$ cat src/rtl/pulse_rate_meter.sv
`default_nettype none
// ============================================================================
//  Module      : pulse_rate_meter
//  Description : Counts synchronised rising edges of pulse_in over fixed
//                gate windows of GATE_CYCLES clocks. Reports the per-window
//                rate, a saturating running total and the number of
//                high-rate windows.
//  Revision    : 1.0 - initial release
// ============================================================================
module pulse_rate_meter #(
  parameter int GATE_CYCLES = 100000000,
  parameter int HI_THRESH   = 32,
  parameter int TOTAL_MAX   = 9999
) (
  input  logic        clk,
  input  logic        rst,
  input  logic        start,
  input  logic        clr,
  input  logic        pulse_in,
  output logic [15:0] rate,
  output logic        rate_valid,
  output logic [13:0] total,
  output logic        total_sat,
  output logic [15:0] hi_secs,
  output logic        busy
);

  localparam int            GW        = (GATE_CYCLES > 1) ? $clog2(GATE_CYCLES) : 1;
  localparam logic [GW-1:0] GATE_LAST = GW'(GATE_CYCLES - 1);
  localparam logic [15:0]   HI_LIM    = 16'(HI_THRESH);
  localparam logic [13:0]   TOT_MAX   = 14'(TOTAL_MAX);

  typedef enum logic [0:0] {
    ST_IDLE    = 1'b0,
    ST_MEASURE = 1'b1
  } state_t;

  state_t        r_state;
  state_t        w_state_next;
  logic          r_sync1;
  logic          r_sync2;
  logic          r_sync3;
  logic [GW-1:0] r_gate;
  logic [15:0]   r_wcount;

  logic          w_edge;
  logic          w_terminal;
  logic [15:0]   w_wcount_next;

  // Edge is the first cycle the synchronised input is seen high.
  assign w_edge        = r_sync2 & ~r_sync3;
  assign w_terminal    = (r_state == ST_MEASURE) && (r_gate == GATE_LAST);
  // Window count including this cycle's edge, saturating at 0xFFFF.
  assign w_wcount_next = (w_edge && (r_wcount != 16'hFFFF)) ? r_wcount + 16'd1 : r_wcount;

  assign busy      = (r_state == ST_MEASURE);
  assign total_sat = (total == TOT_MAX);

  // Two-flop synchroniser plus a delay flop for edge detection.
  always_ff @(posedge clk or posedge rst) begin
    if (rst) begin
      r_sync1 <= 1'b0;
      r_sync2 <= 1'b0;
      r_sync3 <= 1'b0;
    end else begin
      r_sync1 <= pulse_in;
      r_sync2 <= r_sync1;
      r_sync3 <= r_sync2;
    end
  end

  // FSM state register.
  always_ff @(posedge clk or posedge rst) begin
    if (rst) begin
      r_state <= ST_IDLE;
    end else begin
      r_state <= w_state_next;
    end
  end

  // Next-state logic: start is a level; a low level in MEASURE always
  // returns to IDLE (after closing the window if it is the terminal cycle).
  always_comb begin
    w_state_next = r_state;
    case (r_state)
      ST_IDLE:    if (start)  w_state_next = ST_MEASURE;
      ST_MEASURE: if (!start) w_state_next = ST_IDLE;
      default:    w_state_next = ST_IDLE;
    endcase
  end

  // Gate/window counters, window close, running totals and clear.
  always_ff @(posedge clk or posedge rst) begin
    if (rst) begin
      r_gate     <= '0;
      r_wcount   <= '0;
      rate       <= '0;
      rate_valid <= 1'b0;
      total      <= '0;
      hi_secs    <= '0;
    end else begin
      rate_valid <= 1'b0;

      case (r_state)
        ST_IDLE: begin
          if (start) begin
            r_gate   <= '0;
            r_wcount <= '0;
          end
        end
        ST_MEASURE: begin
          if (w_terminal) begin
            // Close the window even if start has just dropped.
            r_gate     <= '0;
            r_wcount   <= '0;
            rate       <= w_wcount_next;
            rate_valid <= 1'b1;
            if ((w_wcount_next > HI_LIM) && (hi_secs != 16'hFFFF)) begin
              hi_secs <= hi_secs + 16'd1;
            end
          end else if (!start) begin
            // Abort: the partial window is discarded.
            r_gate   <= '0;
            r_wcount <= '0;
          end else begin
            r_gate   <= r_gate + GW'(1);
            r_wcount <= w_wcount_next;
          end
        end
        default: begin
          r_gate   <= '0;
          r_wcount <= '0;
        end
      endcase

      if ((r_state == ST_MEASURE) && w_edge && (total != TOT_MAX)) begin
        total <= total + 14'd1;
      end

      // Clear wins over any same-cycle update; rate_valid is left alone.
      if (clr) begin
        rate     <= '0;
        total    <= '0;
        hi_secs  <= '0;
        r_wcount <= '0;
      end
    end
  end

endmodule
`default_nettype wire

$ cat config.mk
export PLATFORM = sky130hd
export DESIGN_NAME = pulse_rate_meter
export DESIGN_NICKNAME = d
export VERILOG_FILES = /design/src/rtl/pulse_rate_meter.sv
export SDC_FILE = /design/constraint.sdc
export NUM_CORES = 1
export LEC_CHECK = 0
export ABC_AREA = 1
export CAP_MARGIN = 20
export CORE_MARGIN = 2
export CORE_UTILIZATION = 48
export CTS_CLUSTER_SIZE = 24
export DETAILED_ROUTE_END_ITERATION = 7
export PLACE_DENSITY = 0.73
export SLEW_MARGIN = 20
export SYNTH_ARGS = -nofsm -noshare
export SYNTH_HDL_FRONTEND = slang
export SYNTH_SLANG_ARGS = --single-unit
$ cat constraint.sdc
create_clock -name clk -period 7.4 [get_ports clk]
set_input_delay 2.22 -clock clk [delete_from_list [all_inputs] [get_ports clk]]
set_output_delay 2.22 -clock clk [all_outputs]
set_load 0.01 [all_outputs]
==> impl_metrics.env <==
export IMPL_ys_warnings_count=0
export IMPL_ant_nets=0
export IMPL_dr_wl_met2_microns=6390
export IMPL_syn_inst=747
export IMPL_setup_viol=0
export IMPL_seqPwrFrac_pct=49.2
export IMPL_worstMarginPinSlew_ns=0.849
export IMPL_hold_buffers=0
export IMPL_drtIter0Drc=338
export IMPL_yosysUniqueCellTypes=34
export IMPL_worst_slack_ns=3.02
export IMPL_num_io_pins=54
export IMPL_gr_usage_all_layers_pct=22.5
export IMPL_cts_resized=0
export IMPL_ff2ff_setup_slack_ns=4.30
export IMPL_worstSetupPathType="input port to flop"
export IMPL_synth_area_leader_cell="dfrtp_1"
export IMPL_power_density_nw_per_um2=164
export IMPL_final_common_cell="nand2_1"
export IMPL_dp_hpwl_microns=9590
export IMPL_syn_area_sq_um=5580
export IMPL_worst_ep_arrival_time_ns=4.64
export IMPL_io_buffers=53
export IMPL_power_switching_share_pct=24.4
export IMPL_wirelength_microns=13600
export IMPL_vias=5128
export IMPL_hold_ws_ns=0.387
export IMPL_synthTopCellsByArea="dfrtp_1 42%, nand2_1 12%, inv_1 6.9%, nand4_1 5.0%, nor2_1 4.1%"
export IMPL_avgRoutedWirePerCell_microns=14.4
export IMPL_drv_slew=0
export IMPL_highest_signal_layer="met4"
export IMPL_drv_cap=0
export IMPL_p_leak_nw=2.86
export IMPL_drc=0
export IMPL_cts_max_path_buffers=2
export IMPL_peakVddDrop_mv=0.104
export IMPL_relSlewSlack_pct=43.2
export IMPL_wl_met3_microns=584
export IMPL_ys_ff_latch=94
export IMPL_cp_start_kind="input port"
export IMPL_rows=39
export IMPL_place_gp_congestion=0.895
export IMPL_drive_gt1_share_pct=7.74
export IMPL_cts_tree="done"
export IMPL_die_h_microns=112
export IMPL_postSynthAreaPerCell_sq_um=7.47
export IMPL_cts_sinks=94
export IMPL_wl_met1_microns=6170
export IMPL_status="completed"
export IMPL_critPathCaptureType="flop"
export IMPL_worst_path_max_fanout=15
export IMPL_rsz0062_at_grt="no"
export IMPL_core_area_sq_um=11400
export IMPL_grt_pass1_vias=4840
export IMPL_avgViaCountPerCell=5.43
export IMPL_finalCritPeriodShare_pct=59.2
export IMPL_cts_root_buf="clkbuf_16"
export IMPL_finClkSkew_ns=0.00524
export IMPL_power_switching_w=0.000260
export IMPL_drt_pre_antenna_iters=5
export IMPL_initial_core_util_pct=49.1
export IMPL_hold_violations=0
export IMPL_p_total_w=0.00107
export IMPL_clk_pin_slew_ns=0.07
export IMPL_die_area_sq_um=12500
export IMPL_post_place_ws_ns=2.70
export IMPL_p_clk_share_pct=44.9
export IMPL_grt_max_degree=64
export IMPL_max_freq_mhz=228
export IMPL_hold_class="flop to flop"
export IMPL_ys_seq_area_share_pct=42.1
export IMPL_synth_top_area_share_pct=42.1
export IMPL_antennaDiodeCount=0
export IMPL_area_growth_pct=16.8
export IMPL_cts_buffers=9
export IMPL_setup_tns_ns=0
export IMPL_grt_overflow=0
export IMPL_fp_dieW_microns=112
export IMPL_post_cts_setup_buffers=0
export IMPL_comb_power_share_pct=5.8
export IMPL_internal_power_w=0.000806
export IMPL_final_nets=805
export IMPL_mostFrequentLayoutCells="180 x nand2_1, 102 x inv_1, 94 x dfrtp_1"
export IMPL_grt_pass1_wl_microns=23100
export IMPL_fin_crit_ns=4.38
export IMPL_cts_max_level=3
export IMPL_syn_num_nets=756
export IMPL_crit_required_ns=7.66
export IMPL_clk_latency_ns=0.35
export IMPL_antenna_found_initial=0
==> per-layer routing <==
layer  vias to the layer above  GRT usage, %
li1                       2567             -
met1                      2393          30.9
met2                       134          35.3
met3                        34          3.05
met4                         0          10.9
met5                         -             0
==> area by class of cell <==
cell class,count,area (sq um)
timing repair buffer,55,546
fill,1044,4850
clock inverter,5,58.8
inverter,113,425
tap,143,179
clock buffer,11,243
sequential,94,2350
multi-input combinational,523,2710
==> critical path, stage by stage <==
cell,delay [ns]
clkdlybuf4s50_1,0.56
nand3_1,0.47
inv_1,0.58
nand2_1,0.50
o21ai_0,0.30
==> flip-flops by register name, summed over array words and instances (netlist names) <==
register    cells
rate           16
r_sync1         1
hi_secs        16
r_gate         27
rate_valid      1
r_sync2         1
total          14
r_wcount       16
busy            1
r_sync3         1
==> power by group through the flow <==
stage	logic (W)	registers [W]	clock network (W)
6_report	0.0000621	0.000525	0.000479
5_1_grt	0.0000705	0.000525	0.000503
2_1_floorplan	0.0000458	0.000533	0
3_3_place_gp	0.0000617	0.000534	0
3_5_place_dp	0.0000628	0.000534	0
4_1_cts	0.0000628	0.000525	0.000488
==> metrics by stage <==
step	cell area (sq um)	cells	util (%)
6_report	6520	944	57.3
5_1_grt	6520	944	57.3
4_1_cts	6520	944	57.3
3_5_place_dp	6220	928	54.7
3_3_place_gp	6220	928	54.7
2_1_floorplan	5580	747	-
==> cells in the mapped netlist <==
cell / n
nand2_1: 180
inv_1: 103
dfrtp_1: 94
nor2_1: 61
nand4_1: 45
nand3_1: 43
o21ai_0: 38
xor2_1: 26
o22ai_1: 24
nor3_1: 21
a21oi_1: 16
nor4_1: 13
nand3_2: 11
clkbuf_1: 10
inv_2: 10
o21ai_1: 8
nand2_2: 7
nor2_4: 6
a31oi_1: 4
ha_1: 4
buf_2: 3
nand2_4: 3
buf_1: 2
nor2_2: 2
nor3_2: 2
o21a_1: 2
or2_2: 2
buf_12: 1
buf_6: 1
o21ai_4: 1
o221ai_1: 1
o31ai_1: 1
o32ai_1: 1
or2_0: 1
==> kinds of logic (layout without fill, tap and decap cells) <==
| family | Yosys count | count (layout) | synth area share [%] |
|---|---|---|---|
| compound gates | 96 | 96 | 9.71 |
| xor+xnor | 26 | 26 | 4.08 |
| fa+ha+maj | 4 | 4 | 0.897 |
| buf+inv | 130 | 184 | 9.24 |
| flops | 94 | 94 | 42.1 |
| simple gates | 397 | 397 | 33.9 |
==> path summary, 6_finish.rpt <==
path | from | to | cells past startpoint
setup reg to reg | r_gate[0] | r_wcount[5] | 10
max in group asynchronous | rst | r_gate[20] | 3
min in group asynchronous | rst | rate[10] | 2
setup / recovery | start | r_wcount[5] | 5
hold reg to reg | r_sync1 | r_sync2 | 0
hold / removal | r_sync1 | r_sync2 | 0
Note: power is estimated with default switching activity, not from simulation.
